File: config.mk
export PLATFORM = sky130hd
export DESIGN_NAME = asteroid_spawn_scheduler
export DESIGN_NICKNAME = d
export VERILOG_FILES = /design/src/rtl/space_invaders_pkg.sv /design/src/rtl/sync2.sv /design/src/rtl/asteroid_spawn_scheduler.sv
export SDC_FILE = /design/constraint.sdc
export NUM_CORES = 1
export LEC_CHECK = 0
export ABC_AREA = 1
export ABC_CLOCK_PERIOD_IN_PS = 6500
export CAP_MARGIN = 20
export CORE_MARGIN = 5
export CORE_UTILIZATION = 51
export CTS_CLUSTER_SIZE = 40
export DETAILED_ROUTE_END_ITERATION = 8
export GPL_TIMING_DRIVEN = 1
export HOLD_SLACK_MARGIN = 0.03
export PLACE_DENSITY = 0.82
export SLEW_MARGIN = 0
export SYNTH_ARGS = -nofsm -noshare
export SYNTH_HDL_FRONTEND = slang
export SYNTH_SLANG_ARGS = --single-unit
File: constraint.sdc
create_clock -name slowclk -period 6.5 [get_ports slowclk]
set_input_delay 1.3 -clock slowclk [delete_from_list [all_inputs] [get_ports slowclk]]
set_output_delay 1.3 -clock slowclk [all_outputs]
set_load 0.005 [all_outputs]
File: src/rtl/space_invaders_pkg.sv
// Shared types and constants for the space invaders asteroid logic.
// Holds the spawn FSM state enum, LFSR seed, tap mask and step helper.
package space_invaders_pkg;

    typedef enum logic [2:0] {
        IDLE,
        WAIT,
        PICK,
        REQ,
        REL,
        OVER
    } spawn_state_t;

    // x^16 + x^14 + x^13 + x^11 + 1, right-shifting Galois form
    localparam logic [15:0] LFSR_SEED = 16'hACE1;
    localparam logic [15:0] LFSR_TAPS = 16'hB400;

    function automatic logic [15:0] lfsr_next(input logic [15:0] s);
        return {1'b0, s[15:1]} ^ (s[0] ? LFSR_TAPS : 16'h0000);
    endfunction

endpackage

File: src/rtl/sync2.sv
// Two-flop synchroniser for a group of asynchronous level signals.
// Ports: slowclk/reset_n clock and async active-low reset, d_in raw, d_sync synchronised.
module sync2 #(
    parameter int W = 1
) (
    input  logic         slowclk,
    input  logic         reset_n,
    input  logic [W-1:0] d_in,
    output logic [W-1:0] d_sync
);

    logic [W-1:0] meta_q;
    logic [W-1:0] sync_q;

    always_ff @(posedge slowclk or negedge reset_n) begin
        if (!reset_n) begin
            meta_q <= '0;
            sync_q <= '0;
        end else begin
            meta_q <= d_in;
            sync_q <= meta_q;
        end
    end

    assign d_sync = sync_q;

endmodule

File: src/rtl/asteroid_spawn_scheduler.sv
// Decides when an asteroid spawns, which slot it takes and its entry X.
// Ports: run/collision/slot_busy/spawn_ack in (async), spawn_* grant, level, spawn_count, game_over out.
module asteroid_spawn_scheduler
    import space_invaders_pkg::*;
#(
    parameter int ASTEROID_COUNT  = 10,
    parameter int SCREEN_CORDW    = 16,
    parameter int H_RES           = 640,
    parameter int SPRITE_W        = 32,
    parameter int BASE_INTERVAL   = 8,
    parameter int MIN_INTERVAL    = 2,
    parameter int LEVEL_UP_SPAWNS = 16
) (
    input  logic                      slowclk,
    input  logic                      reset_n,
    input  logic                      run,
    input  logic                      collision,
    input  logic [ASTEROID_COUNT-1:0] slot_busy,
    input  logic                      spawn_ack,
    output logic                      spawn_valid,
    output logic [ASTEROID_COUNT-1:0] spawn_slot,
    output logic [SCREEN_CORDW-1:0]   spawn_x,
    output logic [3:0]                level,
    output logic [15:0]               spawn_count,
    output logic                      game_over
);

    localparam int IDX_W  = $clog2(ASTEROID_COUNT);
    localparam int X_SPAN = H_RES - SPRITE_W;

    logic [2:0]                ctl_s;
    logic                      run_s;
    logic                      collision_s;
    logic                      spawn_ack_s;
    logic [ASTEROID_COUNT-1:0] busy_s;

    sync2 #(.W(3)) u_sync_ctl (
        .slowclk (slowclk),
        .reset_n (reset_n),
        .d_in    ({run, collision, spawn_ack}),
        .d_sync  (ctl_s)
    );

    sync2 #(.W(ASTEROID_COUNT)) u_sync_busy (
        .slowclk (slowclk),
        .reset_n (reset_n),
        .d_in    (slot_busy),
        .d_sync  (busy_s)
    );

    assign {run_s, collision_s, spawn_ack_s} = ctl_s;

    spawn_state_t              state_q, state_d;
    logic [15:0]               timer_q, timer_d;
    logic [IDX_W-1:0]          rr_ptr_q, rr_ptr_d;
    logic [IDX_W-1:0]          slot_idx_q, slot_idx_d;
    logic [15:0]               lfsr_q, lfsr_d;
    logic                      spawn_valid_q, spawn_valid_d;
    logic [ASTEROID_COUNT-1:0] spawn_slot_q, spawn_slot_d;
    logic [SCREEN_CORDW-1:0]   spawn_x_q, spawn_x_d;
    logic [3:0]                level_q, level_d;
    logic [15:0]               spawn_count_q, spawn_count_d;
    logic                      game_over_q, game_over_d;

    logic [IDX_W:0]            pick;
    logic [15:0]               count_inc;
    logic [9:0]                x_raw;
    logic [9:0]                x_fold;

    function automatic logic [15:0] interval_for(input logic [3:0] lvl);
        int v;
        v = BASE_INTERVAL - int'(lvl);
        if (v < MIN_INTERVAL) v = MIN_INTERVAL;
        return 16'(v);
    endfunction

    // Returns {found, index}; scans downward so the last hit is the
    // nearest free slot after rr.
    function automatic logic [IDX_W:0] rr_search(
        input logic [IDX_W-1:0]          rr,
        input logic [ASTEROID_COUNT-1:0] busy
    );
        logic [IDX_W:0] r;
        int cand;
        r = '0;
        for (int i = ASTEROID_COUNT; i >= 1; i--) begin
            cand = (int'(rr) + i) % ASTEROID_COUNT;
            if (!busy[cand]) r = {1'b1, IDX_W'(cand)};
        end
        return r;
    endfunction

    // Fold the 10-bit random value into the visible span.
    assign x_raw  = lfsr_q[9:0];
    assign x_fold = (x_raw >= 10'(X_SPAN)) ? x_raw - 10'(X_SPAN) : x_raw;

    always_comb begin
        state_d       = state_q;
        timer_d       = timer_q;
        rr_ptr_d      = rr_ptr_q;
        slot_idx_d    = slot_idx_q;
        spawn_slot_d  = spawn_slot_q;
        spawn_x_d     = spawn_x_q;
        level_d       = level_q;
        spawn_count_d = spawn_count_q;
        game_over_d   = game_over_q;
        lfsr_d        = lfsr_next(lfsr_q);
        count_inc     = spawn_count_q + 16'd1;
        pick          = rr_search(rr_ptr_q, busy_s);

        case (state_q)
            IDLE: begin
                spawn_slot_d = '0;
                spawn_x_d    = '0;
                if (run_s) begin
                    level_d       = '0;
                    spawn_count_d = '0;
                    game_over_d   = 1'b0;
                    timer_d       = interval_for(4'd0);
                    state_d       = WAIT;
                end
            end
            OVER: begin
                if (!run_s) state_d = IDLE;
            end
            default: begin
                if (collision_s) begin
                    state_d     = OVER;
                    game_over_d = 1'b1;
                end else if (!run_s) begin
                    state_d = IDLE;
                end else begin
                    case (state_q)
                        WAIT: begin
                            if (timer_q == 16'd1) state_d = PICK;
                            else timer_d = timer_q - 16'd1;
                        end
                        PICK: begin
                            // Never launch a request while the previous
                            // acknowledge is still visible.
                            if (pick[IDX_W] && !spawn_ack_s) begin
                                slot_idx_d   = pick[IDX_W-1:0];
                                spawn_slot_d = {{(ASTEROID_COUNT-1){1'b0}}, 1'b1}
                                               << pick[IDX_W-1:0];
                                spawn_x_d    = SCREEN_CORDW'(x_fold);
                                state_d      = REQ;
                            end
                        end
                        REQ: begin
                            if (spawn_ack_s) begin
                                rr_ptr_d      = slot_idx_q;
                                spawn_count_d = count_inc;
                                if ((32'(count_inc) % LEVEL_UP_SPAWNS) == 0
                                    && level_q != 4'hF)
                                    level_d = level_q + 4'd1;
                                state_d = REL;
                            end
                        end
                        REL: begin
                            if (!spawn_ack_s) begin
                                timer_d = interval_for(level_q);
                                state_d = WAIT;
                            end
                        end
                        default: state_d = IDLE;
                    endcase
                end
            end
        endcase

        spawn_valid_d = (state_d == REQ);
    end

    always_ff @(posedge slowclk or negedge reset_n) begin
        if (!reset_n) begin
            state_q       <= IDLE;
            timer_q       <= '0;
            rr_ptr_q      <= IDX_W'(ASTEROID_COUNT - 1);
            slot_idx_q    <= '0;
            lfsr_q        <= LFSR_SEED;
            spawn_valid_q <= 1'b0;
            spawn_slot_q  <= '0;
            spawn_x_q     <= '0;
            level_q       <= '0;
            spawn_count_q <= '0;
            game_over_q   <= 1'b0;
        end else begin
            state_q       <= state_d;
            timer_q       <= timer_d;
            rr_ptr_q      <= rr_ptr_d;
            slot_idx_q    <= slot_idx_d;
            lfsr_q        <= lfsr_d;
            spawn_valid_q <= spawn_valid_d;
            spawn_slot_q  <= spawn_slot_d;
            spawn_x_q     <= spawn_x_d;
            level_q       <= level_d;
            spawn_count_q <= spawn_count_d;
            game_over_q   <= game_over_d;
        end
    end

    assign spawn_valid = spawn_valid_q;
    assign spawn_slot  = spawn_slot_q;
    assign spawn_x     = spawn_x_q;
    assign level       = level_q;
    assign spawn_count = spawn_count_q;
    assign game_over   = game_over_q;

endmodule

# ---- After elaboration in Yosys (flattened, before gate mapping)
# Index checks and enable logic that the tools add are counted.
dict set report word_totals {
  register_bits 117
  latchBits 0
  ramBits 0
  rom_bits 0
  input_bits 15
  out_inout_bits 48
  word_cells 176
  mem_count 0
}
dict set report op_classes {
  addsub 15
  mul 0
  div_mod_pow 10
  order_cmp 12
  eq_ne 12
  shifts 1
  n_mux 86
  bitwise_logic 4
  n_reduce_logical 21
}
# op n
set op_table {}
lappend op_table {{$lt A32 B6 Y1 const B} 10}
lappend op_table {{$mod A32 B5 Y32 const B} 10}
lappend op_table {{$mux W16} 16}
lappend op_table {{$pmux W16 S2} 4}
lappend op_table {{$mux W10} 5}
lappend op_table {{$mux W5} 10}
lappend op_table {{$bmux W1 S4} 10}
lappend op_table {{$logic_not A32 Y1} 1}
lappend op_table {{$mux W3} 8}
lappend op_table {{$mux W4} 6}
lappend op_table {{$mux W1} 22}
lappend op_table {{$add A4 B3 Y5 const B} 4}
lappend op_table {{$pmux W10 S2} 1}
lappend op_table {{$reduce_and A5 Y1} 4}
lappend op_table {{$add A16 B1 Y16 const B} 1}
lappend op_table {{$eq A16 B1 Y1 const B} 1}
lappend op_table {{$sub A16 B1 Y16 const B} 1}
lappend op_table {{$xor A15 B16 Y16} 1}
lappend op_table {{$add A4 B4 Y5 const B} 3}
lappend op_table {{$reduce_bool A2 Y1} 7}
lappend op_table {{$pmux W3 S4} 1}
lappend op_table {{$reduce_and A6 Y1} 2}
lappend op_table {{$add A4 B2 Y5 const B} 2}
lappend op_table {{$ge A10 B10 Y1 const B} 1}
lappend op_table {{23 further kinds} 30}

# ---- Depth between registers and ports, before layout
# Gate-level depths: netlist (run 1).
dict set report logic_depth {
  ltp_word 22
  mapped_depth 34
  mapped_depth_nobuf 33
}

# ---- Hierarchy
# A second synthesis (run 1) with hierarchy kept.
dict set report hier_totals {
  hier_cells 1081
  hier_area_um2 7913.8
}
# module instances cells_per_inst area_per_inst_um2 seq_area_each_um2
set modules_own_cells {}
lappend modules_own_cells {asteroid_spawn_scheduler 1 1055 7263.2 2139.6}
lappend modules_own_cells {{sync2 at u_sync_busy} 1 20 500.5 500.5}
lappend modules_own_cells {{sync2 at u_sync_ctl} 1 6 150.1 150.1}

# ---- Worst setup path before layout (run 1)
# Ideal clock, no wire load.
dict set report synth_path {
  kind {reg-to-reg}
  startpoint {register rr_ptr_q[1]}
  endpoint {register spawn_x_q[0] (netlist: spawn_x[0])}
  setup_ps 121
  t_arrival_ps 3449
  t_required_ps 6379
  path_slack_ps 2931
  path_stages_with_launch 26
  n_path_buf 3
  period_less_slack_ps 3569
  path_cell_list {dfrtp_1 > inv_2 > buf_2 > ha_1 > buf_2 > inv_1 > nand2_1 > ha_1 > nor2_1 > nand2_1 > inv_1 > nand2_1 > a21oi_4 > nand2_2 > nand2_1 > nand2_1 > inv_1 > nand3_1 > nand2_1 > nand2_2 > a21oi_2 > nand3_2 > nand3_4 > inv_2 > buf_6 > a22o_1}
}
dict set report synth_between {
  elab_chain_len 18
  word_cells_on_any_way 63
  classes_between {add/sub (10); div (10); mux (40); reduce/logical (3)}
}
# element line
set synth_rtl {}
lappend synth_rtl {{from (decl)} asteroid_spawn_scheduler.sv:55} ;# logic [IDX_W-1:0] rr_ptr_q, rr_ptr_d;
lappend synth_rtl {{from (signal assigned)} asteroid_spawn_scheduler.sv:178} ;# rr_ptr_q <= IDX_W'(ASTEROID_COUNT - 1);
lappend synth_rtl {{from (signal assigned)} asteroid_spawn_scheduler.sv:190} ;# rr_ptr_q <= rr_ptr_d;
lappend synth_rtl {{$add A4 B4 Y5} asteroid_spawn_scheduler.sv:87} ;# cand = (int'(rr) + i) % ASTEROID_COUNT;
lappend synth_rtl {{$mod A32 B5 Y32} asteroid_spawn_scheduler.sv:87}
lappend synth_rtl {{$bmux W1 S4} asteroid_spawn_scheduler.sv:88} ;# if (!busy[cand]) r = {1'b1, IDX_W'(cand)};
lappend synth_rtl {{$mux W1 (not written as such) (2 in a row)} asteroid_spawn_scheduler.sv:88}
lappend synth_rtl {{$mux W5 (9 in a row)} asteroid_spawn_scheduler.sv:88}
lappend synth_rtl {{$mux W5 (*)} asteroid_spawn_scheduler.sv:88}
lappend synth_rtl {{$logic_and A1 B1 Y1 (*)} asteroid_spawn_scheduler.sv:141} ;# if (pick[IDX_W] && !spawn_ack_s) begin
lappend synth_rtl {{$reduce_bool A2 Y1 (no line) (*)} -}
lappend synth_rtl {{$reduce_and A5 Y1 (no line) (*)} -}
lappend synth_rtl {{to (signal assigned)} asteroid_spawn_scheduler.sv:195} ;# spawn_x_q <= spawn_x_d;
lappend synth_rtl {{to (decl)} asteroid_spawn_scheduler.sv:60} ;# logic [SCREEN_CORDW-1:0] spawn_x_q, spawn_x_d;
# Every way passes the cells marked *; elsewhere a longest branch is shown, timed or not. The select of a mux whose other input is x is not followed.
# A chain may end at the register's enable or synchronous reset.

# ---- Worst setup path after layout (run 1)
dict set report layout_path {
  startpoint {register rr_ptr_q[1]}
  endpoint {register spawn_slot_q[3] (netlist: spawn_slot[3])}
}
dict set report layout_between {
  elab_chain_len 21
  word_cells_on_any_way 69
  classes_between {add/sub (10); div (10); shift (1); mux (45); reduce/logical (3)}
}
# element line
set layout_rtl {}
lappend layout_rtl {{$add A4 B4 Y5} asteroid_spawn_scheduler.sv:87}
lappend layout_rtl {{$mod A32 B5 Y32} asteroid_spawn_scheduler.sv:87}
lappend layout_rtl {{$bmux W1 S4} asteroid_spawn_scheduler.sv:88}
lappend layout_rtl {{$mux W1 (not written as such) (2 in a row)} asteroid_spawn_scheduler.sv:88}
lappend layout_rtl {{$mux W5 (9 in a row)} asteroid_spawn_scheduler.sv:88}
lappend layout_rtl {{$mux W5 (*)} asteroid_spawn_scheduler.sv:88}
lappend layout_rtl {{$shl A1 B4 Y10} asteroid_spawn_scheduler.sv:143} ;# spawn_slot_d = {{(ASTEROID_COUNT-1){1'b0}}, 1'b1}
lappend layout_rtl {{$mux W10} asteroid_spawn_scheduler.sv:141}
lappend layout_rtl {{$mux W10} asteroid_spawn_scheduler.sv:133} ;# case (state_q)
lappend layout_rtl {{$mux W10} asteroid_spawn_scheduler.sv:130} ;# end else if (!run_s) begin
lappend layout_rtl {{$mux W10} asteroid_spawn_scheduler.sv:127} ;# if (collision_s) begin
lappend layout_rtl {{$pmux W10 S2} asteroid_spawn_scheduler.sv:111} ;# case (state_q)
lappend layout_rtl {{to (signal assigned)} asteroid_spawn_scheduler.sv:194} ;# spawn_slot_q <= spawn_slot_d;
lappend layout_rtl {{to (decl)} asteroid_spawn_scheduler.sv:59} ;# logic [ASTEROID_COUNT-1:0] spawn_slot_q, spawn_slot_d;
# Marked as above.

==> results of run 1 <==
cells in the mapped netlist (2+ instances only):
master / n
nand3_1: 104
a21oi_2: 4
nor4_1: 3
nor2_4: 3
nand4_1: 11
a22o_1: 5
o21ai_1: 16
o21ai_0: 65
nor2_1: 67
a31oi_1: 4
o21ai_2: 5
nor3_2: 3
ha_1: 40
dfrtp_1: 101
a21oi_1: 39
buf_6: 3
nand2_2: 36
nor2_2: 7
buf_4: 8
o22ai_1: 5
nand2_1: 291
xnor2_1: 5
inv_2: 16
inv_1: 146
xor2_1: 19
nand2_4: 7
o31ai_1: 4
nor3_1: 13
nand3_2: 9
dfstp_2: 10
nor3b_1: 2
buf_2: 7
o21bai_1: 7
clkbuf_1: 4
o211ai_1: 5
final timing paths:
kind,startpoint,end,slack [ns],cells after the start
setup reg to reg,rr_ptr_q[1]$_DFFE_PN0P_,spawn_slot[3]$_DFFE_PN0P_,1.83,30
hold / removal,u_sync_ctl.meta_q[2]$_DFF_PN0_,u_sync_ctl.d_sync[2]$_DFF_PN0_,0.35,0
min in group asynchronous,reset_n,spawn_x[1]$_DFFE_PN0P_,0.97,1
hold reg to reg,u_sync_ctl.meta_q[2]$_DFF_PN0_,u_sync_ctl.d_sync[2]$_DFF_PN0_,0.35,0
max in group asynchronous,reset_n,spawn_count[7]$_DFFE_PN0P_,4.36,2
setup / recovery,rr_ptr_q[1]$_DFFE_PN0P_,spawn_slot[3]$_DFFE_PN0P_,1.83,30
worst reg2reg max path: cells and delay by family (launching register included):
kind / cells / cell delay [ns]
and+or+nand+nor: 23 / 1.89
AOI/OAI and AO/OA: 2 / 0.34
DFF: 1 / 0.88
adders and majority gates: 2 / 0.82
buffers and inverters: 3 / 0.67
logic make-up after synthesis:
| family | Yosys count | synth area share, % |
|---|---|---|
| xor gates and xnor gates | 25 | 2.889 |
| buffers and inverters | 188 | 10.02 |
| other | 1 | 0.04783 |
| muxes | 1 | 0.1277 |
| AOI/OAI and AO/OA | 164 | 12.14 |
| and+or+nand+nor | 560 | 32.80 |
| adders and majority gates | 40 | 6.384 |
| DFF | 111 | 35.59 |
through the flow:
step                hold slack (ns)  cell area, um^2  worst slack (ns)  util [%]  total power, uW
global placement             0.3320             8501             1.986     56.13             2246
floorplan                    0.3312             7859             2.931         -             1932
finish                       0.3500             8803             1.826     58.12             2840
global route                 0.3580             8803             1.257     58.12             3090
detailed placement           0.3355             8501             1.870     56.13             2266
CTS                          0.3527             8803             1.859     58.12             2829
final cells by class:
class / instances / share of cell area, %
flip-flops and latches: 111 / 31.69
clock buffers: 9 / 2.558
inverters: 165 / 7.121
clock inverters: 7 / 0.8812
multi-input cells: 796 / 48.65
repair buffers: 57 / 6.424
well taps: 188 / 2.672
per-layer routing:
metal	vias up	track usage, %	wire (um)
li1	3596	-	-
met1	3303	29.27	8552
met2	228	35.35	9096
met3	25	3.076	1057
met4	0	7.486	325
met5	-	0	0
power breakdown:
group	internal (uW)	switching, uW	leakage [uW]	total, uW
Combinational	455	967	0.00290	1420
Clock	273	273	0.000144	546
Sequential	773	99.1	0.00143	872
Total	1500	1340	0.00447	2840
flip-flops by register name, indices dropped and copies added (netlist names), 3 cells and up:
name	flops
spawn_x	10
lfsr_q	16
u_sync_busy.meta_q	10
u_sync_ctl.meta_q	3
rr_ptr_q	4
spawn_slot	10
slot_idx_q	4
u_sync_ctl.d_sync	3
spawn_count	16
state_q	3
level	4
timer_q	16
u_sync_busy.d_sync	10
placed cells by master, fill, tap and decap left out, types with 7 or more instances in the layout:
cell type and count:
nand3_1 104, nand4_1 11, ha_1 40, clkdlybuf4s50_1 55
dfstp_2 10, nor2_1 67, a21oi_1 39, dfrtp_1 101
nor3_1 13, nand2_1 291, o21ai_1 16, xor2_1 19
o21bai_1 7, clkbuf_16 9, inv_2 16, nor2_2 7
o21ai_0 65, inv_1 146, nand2_2 36, nand2_4 7
nand3_2 9
==> metrics.txt, run 1 <==
Fill cells=1,385; Post-DRT Antenna Nets=0; cts hold-fix bufs=0; delay-heaviest family, CP=simple AND/OR/NAND/NOR gates; H-tree levels=3; Reg clk slew, reported paths=0.08 ns; CTS root buffer=clkbuf_16; max cap viols=0; # rows=45; Startpoint Class=flip-flop; via count=7,152; required time of the critical path=slightly below 7 ns; share of layout cells above drive strength 1=10.92%; setup_tns=0 ns; register bit total from synthesis=approximately 110; cell taking the most area after synthesis=dfrtp_1; yosys synthesis warning count=0; Max IR drop VDD=223.7 uV; actual slew at the worst max-slew pin=just over 0.8 ns; Port Buffers=56; ys flop type=dfrtp_1; PwrDens=322.7 nW/um^2; synthesized area=slightly below 8000 um^2; sequential share of the synthesized area=35.59%; height of the die=between 100 and 150 um; Post-CTS Resized=0; Setup violations, final=0; Post-synth EDFFs=0; mean area per synthesized cell=7.193 um^2; slowest library cell on the worst path=dfrtp_1; Antenna Cells=0; worst clock skew=~0.0070 ns; hpwl dp=14,580 um; die area=17,950 um^2; Slew headroom=roughly 45%; Initial DRC Count=slightly above 500; CP Capture Type=flip-flop; Hold Path Class=reg -> reg; WL/cell=14.28 um; CTS Buf Count=9; initial core utilization=51.76%; Slew Viols, Final=0; postcts setup bufs=0; Post-Route WL=19,030 um; worst setup path category=reg -> reg; initial antenna violation count=0; GR Util All Layers=21.53%; # nets final=1,195; Worst EP arrival=4.95 ns; CP most frequent cell=nand2_1; worst path bufs/invs=3; Core ar.=15,150 um^2; Seq. cell area=approximately 2800 um^2; post-synthesis instance total=around 1,100; leakage=0.004466 uW; first-pass GRT wire length=between 30,000 and 40,000 um; fin crit share=71.90%; die width=between 100 and 150 um; Clock Latency Late Sink=0.35 ns; distinct cell type count after synthesis=51; gpl congestion=0.9585; Final Non-Filler Cells=roughly 1,300; DRC viols=0; Synth top area share=32.24%; vias in the first global route=between 6,000 and 7,000; largest net degree at the start of global routing=59; FFs w/ async S/R, synth=100.0%; Max clock buf depth=2; CTS tree=yes; Fin. Hold Viols=0; Max FO, Critical Path=21; GRT Residual Overflow=0; I/O pin count=63; critical path's largest stage delay=0.88 ns; min Tclk post-route=4.674 ns; status=completed; DRT Pass-1 Iters=5; synth top area cells=dfrtp_1, nand2_1, inv_1; P&R area growth vs syn=12.29%; RSZ-0062 raised after global routing=no; Max Fclk=214.0 MHz; footprint of the multi-input gates=4283 um^2; Via density=5.365; Cells after DPL=1,317; Num Clock Sinks=approximately 110
(Power assumes the default switching activity.)
==> inputs of run 2 (changes only) <==
- ABC_CLOCK_PERIOD_IN_PS: 6500 -> 4700
- clock period: 6.5 -> 4.7 ns (I/O delays scaled with it)
==> run 2 against run 1 <==
Combinational power up 42%. Non-clock buffer count up 7. Clock skew up 0.0064 ns. Count of clock-buffer cells in the layout unchanged. Hold slack about the same. Power up 39%. Maximum frequency up 15%. Core utilization up 0.36 points. Setup slack worse by 1.2 ns. Critical path type unchanged. Largest power group unchanged.
==> metrics.txt, run 2 (synthesis results as in run 1) <==
Fin. Hold Viols=0 (unchanged); Post-Route WL=18,990 um (-0.24%); Reg clk slew, reported paths=0.08 ns (about the same); die area=17,950 um^2 (unchanged); actual slew at the worst max-slew pin=0.8040 ns (-0.01960 ns); fin crit share=86.47% (+15 points); leakage=0.004501 uW (+0.77%); I/O pin count=63 (unchanged); Clock Latency Late Sink=0.36 ns (about the same); worst reg-to-reg path cell count=31 (+3.3%); initial core utilization=51.76% (unchanged); M1 GR Usage=29.82% (+0.54 points); min Tclk post-route=4.064 ns (-0.6097 ns); gpl congestion=0.9462 (-1.3%); most crowded layer after global routing=met2; internal reg-to-reg setup slack=0.64 ns (-1.19 ns); worst clock skew=0.01344 ns (+0.006402 ns); Num Clock Sinks=111 (unchanged); worst setup path category=reg -> reg; Hold Path Class=reg -> reg; delay-heaviest family, CP=simple AND/OR/NAND/NOR gates; Core ar.=15,150 um^2 (unchanged); hpwl dp=14,820 um (+1.6%); Hold Path Depth=0 (unchanged); GR Layer Usage met2=35.37% (about the same); initial antenna violation count=0 (unchanged); CTS Buf Count=9 (unchanged); setup_tns=0 ns (unchanged); Slew headroom=45.83% (+0.74 points); required time of the critical path=4.98 ns (-1.80 ns); status=completed; # nets final=1,202 (+0.59%); Max IR drop VDD=289.5 uV (+29%); DRC viols=0 (unchanged); die width=134.0 um (unchanged); CTS tree=yes; worst path bufs/invs=5 (+2); WL/cell=14.17 um (-0.76%); slowest library cell on the worst path=dfrtp_1; CTS root buffer=clkbuf_16; Initial DRC Count=531 (+4.5%); Max Fclk=246.1 MHz (+15%); Setup violations, final=0 (unchanged); GR Util All Layers=21.62% (+0.091 points); worst reg2reg path endpoint=spawn_slot[8]$_DFFE_PN0P_; # rows=45 (unchanged); postcts setup bufs=0 (unchanged); max cap viols=0 (unchanged); Worst EP arrival=4.34 ns (-0.61 ns); Slew Viols, Final=0 (unchanged); Critical R2R Launch=rr_ptr_q[2]$_DFFE_PN0P_; critical path's largest stage delay=0.56 ns (-0.32 ns); PwrDens=446.0 nW/um^2 (+38%); P&R area growth vs syn=12.99%; Max clock buf depth=2 (unchanged); height of the die=134.0 um (unchanged); Hold Path End=u_sync_busy.d_sync[5]$_DFF_PN0_; commonest non-fill, non-tap cells in the layout=nand2_1, inv_1, nand3_1; GRT Residual Overflow=0 (unchanged); RSZ-0062 raised after global routing=no; vias in the first global route=6,860 (+1.6%); H-tree levels=3 (unchanged); via count=7,240 (+1.2%); Post-DRT Antenna Nets=0 (unchanged); WHS=0.3501 ns (+0.00008900 ns); first-pass GRT wire length=32,040 um (+0.50%); cts hold-fix bufs=0 (unchanged); Startpoint Class=flip-flop; Antenna Cells=0 (unchanged); commonest non-fill, non-tap cell in the layout=nand2_1; met3 usage=3.376% (+0.30 points); share of layout cells above drive strength 1=11.55% (+0.63 points); Port Buffers=56 (unchanged); Post-CTS Resized=0 (unchanged); origin of the worst min-delay path=u_sync_busy.meta_q[5]$_DFF_PN0_; CP most frequent cell=nand2_1; Max FO, Critical Path=10 (-52%); critical path depth=31 (+3.3%); largest net degree at the start of global routing=53 (-10%); Worst Setup SP=rr_ptr_q[2]$_DFFE_PN0P_; CP Capture Type=flip-flop; DRT Pass-1 Iters=5 (unchanged); Via density=5.403 (+0.70%)
-- run 2: changes by cell type in the layout (fill, tap and decap cells not counted), sizes merged --
cell / previous run / this run
inv: 167 / 168
clkinv: 4 / 3
buf: 2 / 9
-- run 2: area by class of cell --
class	count	area [um^2]
inverters	165	626.9
fillers	1337	6287
repair buffers	64	618.1
multi-input cells	796	4285
flip-flops and latches	111	2790
clock buffers	9	225.2
clock inverters	7	77.57
well taps	188	235.2
-- run 2: metrics by stage --
| step | util (%) | setup slack [ns] | power (uW) | cells | area (um^2) |
|---|---|---|---|---|---|
| global route | 58.49 | 0.1005 | 4287 | 1340 | 8859 |
| floorplan | - | 1.131 | 2672 | 1095 | 7859 |
| CTS | 58.47 | 0.5628 | 3926 | 1340 | 8856 |
| detailed placement | 56.47 | 0.5446 | 3158 | 1324 | 8553 |
| global placement | 56.47 | 0.5993 | 3119 | 1324 | 8553 |
| finish | 58.49 | 0.6360 | 3951 | 1340 | 8859 |
-- run 2: metal layers --
layer  up-vias  wire, um
met5         -         0
met4         0       388
met3        32      1142
met2       227      8830
met1      3361      8626
li1       3620         -
-- run 2: how the worst max path moves through the flow --
stage                                endpoint  slack (ns)
detailed placement  spawn_slot[8]$_DFFE_PN0P_        0.54
global placement    spawn_slot[8]$_DFFE_PN0P_        0.60
CTS                 spawn_slot[5]$_DFFE_PN0P_        0.56
global route        spawn_slot[8]$_DFFE_PN0P_        0.10
finish              spawn_slot[8]$_DFFE_PN0P_        0.64
floorplan              spawn_x[0]$_DFFE_PN0P_        1.13
-- run 2: worst reg2reg max path, delay by kind of cell, from the launching register on --
| family | cells | cell delay (ns) |
|---|---|---|
| AOI/OAI and AO/OA | 2 | 0.39 |
| adders and majority gates | 2 | 0.63 |
| buffers and inverters | 5 | 0.74 |
| DFF | 1 | 0.56 |
| and+or+nand+nor | 22 | 1.69 |
-- run 2: where the power goes --
group,switching (uW),total [uW],internal [uW],leakage (uW)
sequential,115,1180,1070,0.00143
clock,383,762,379,0.000144
combinational,1370,2010,639,0.00293
total,1860,3950,2090,0.00450
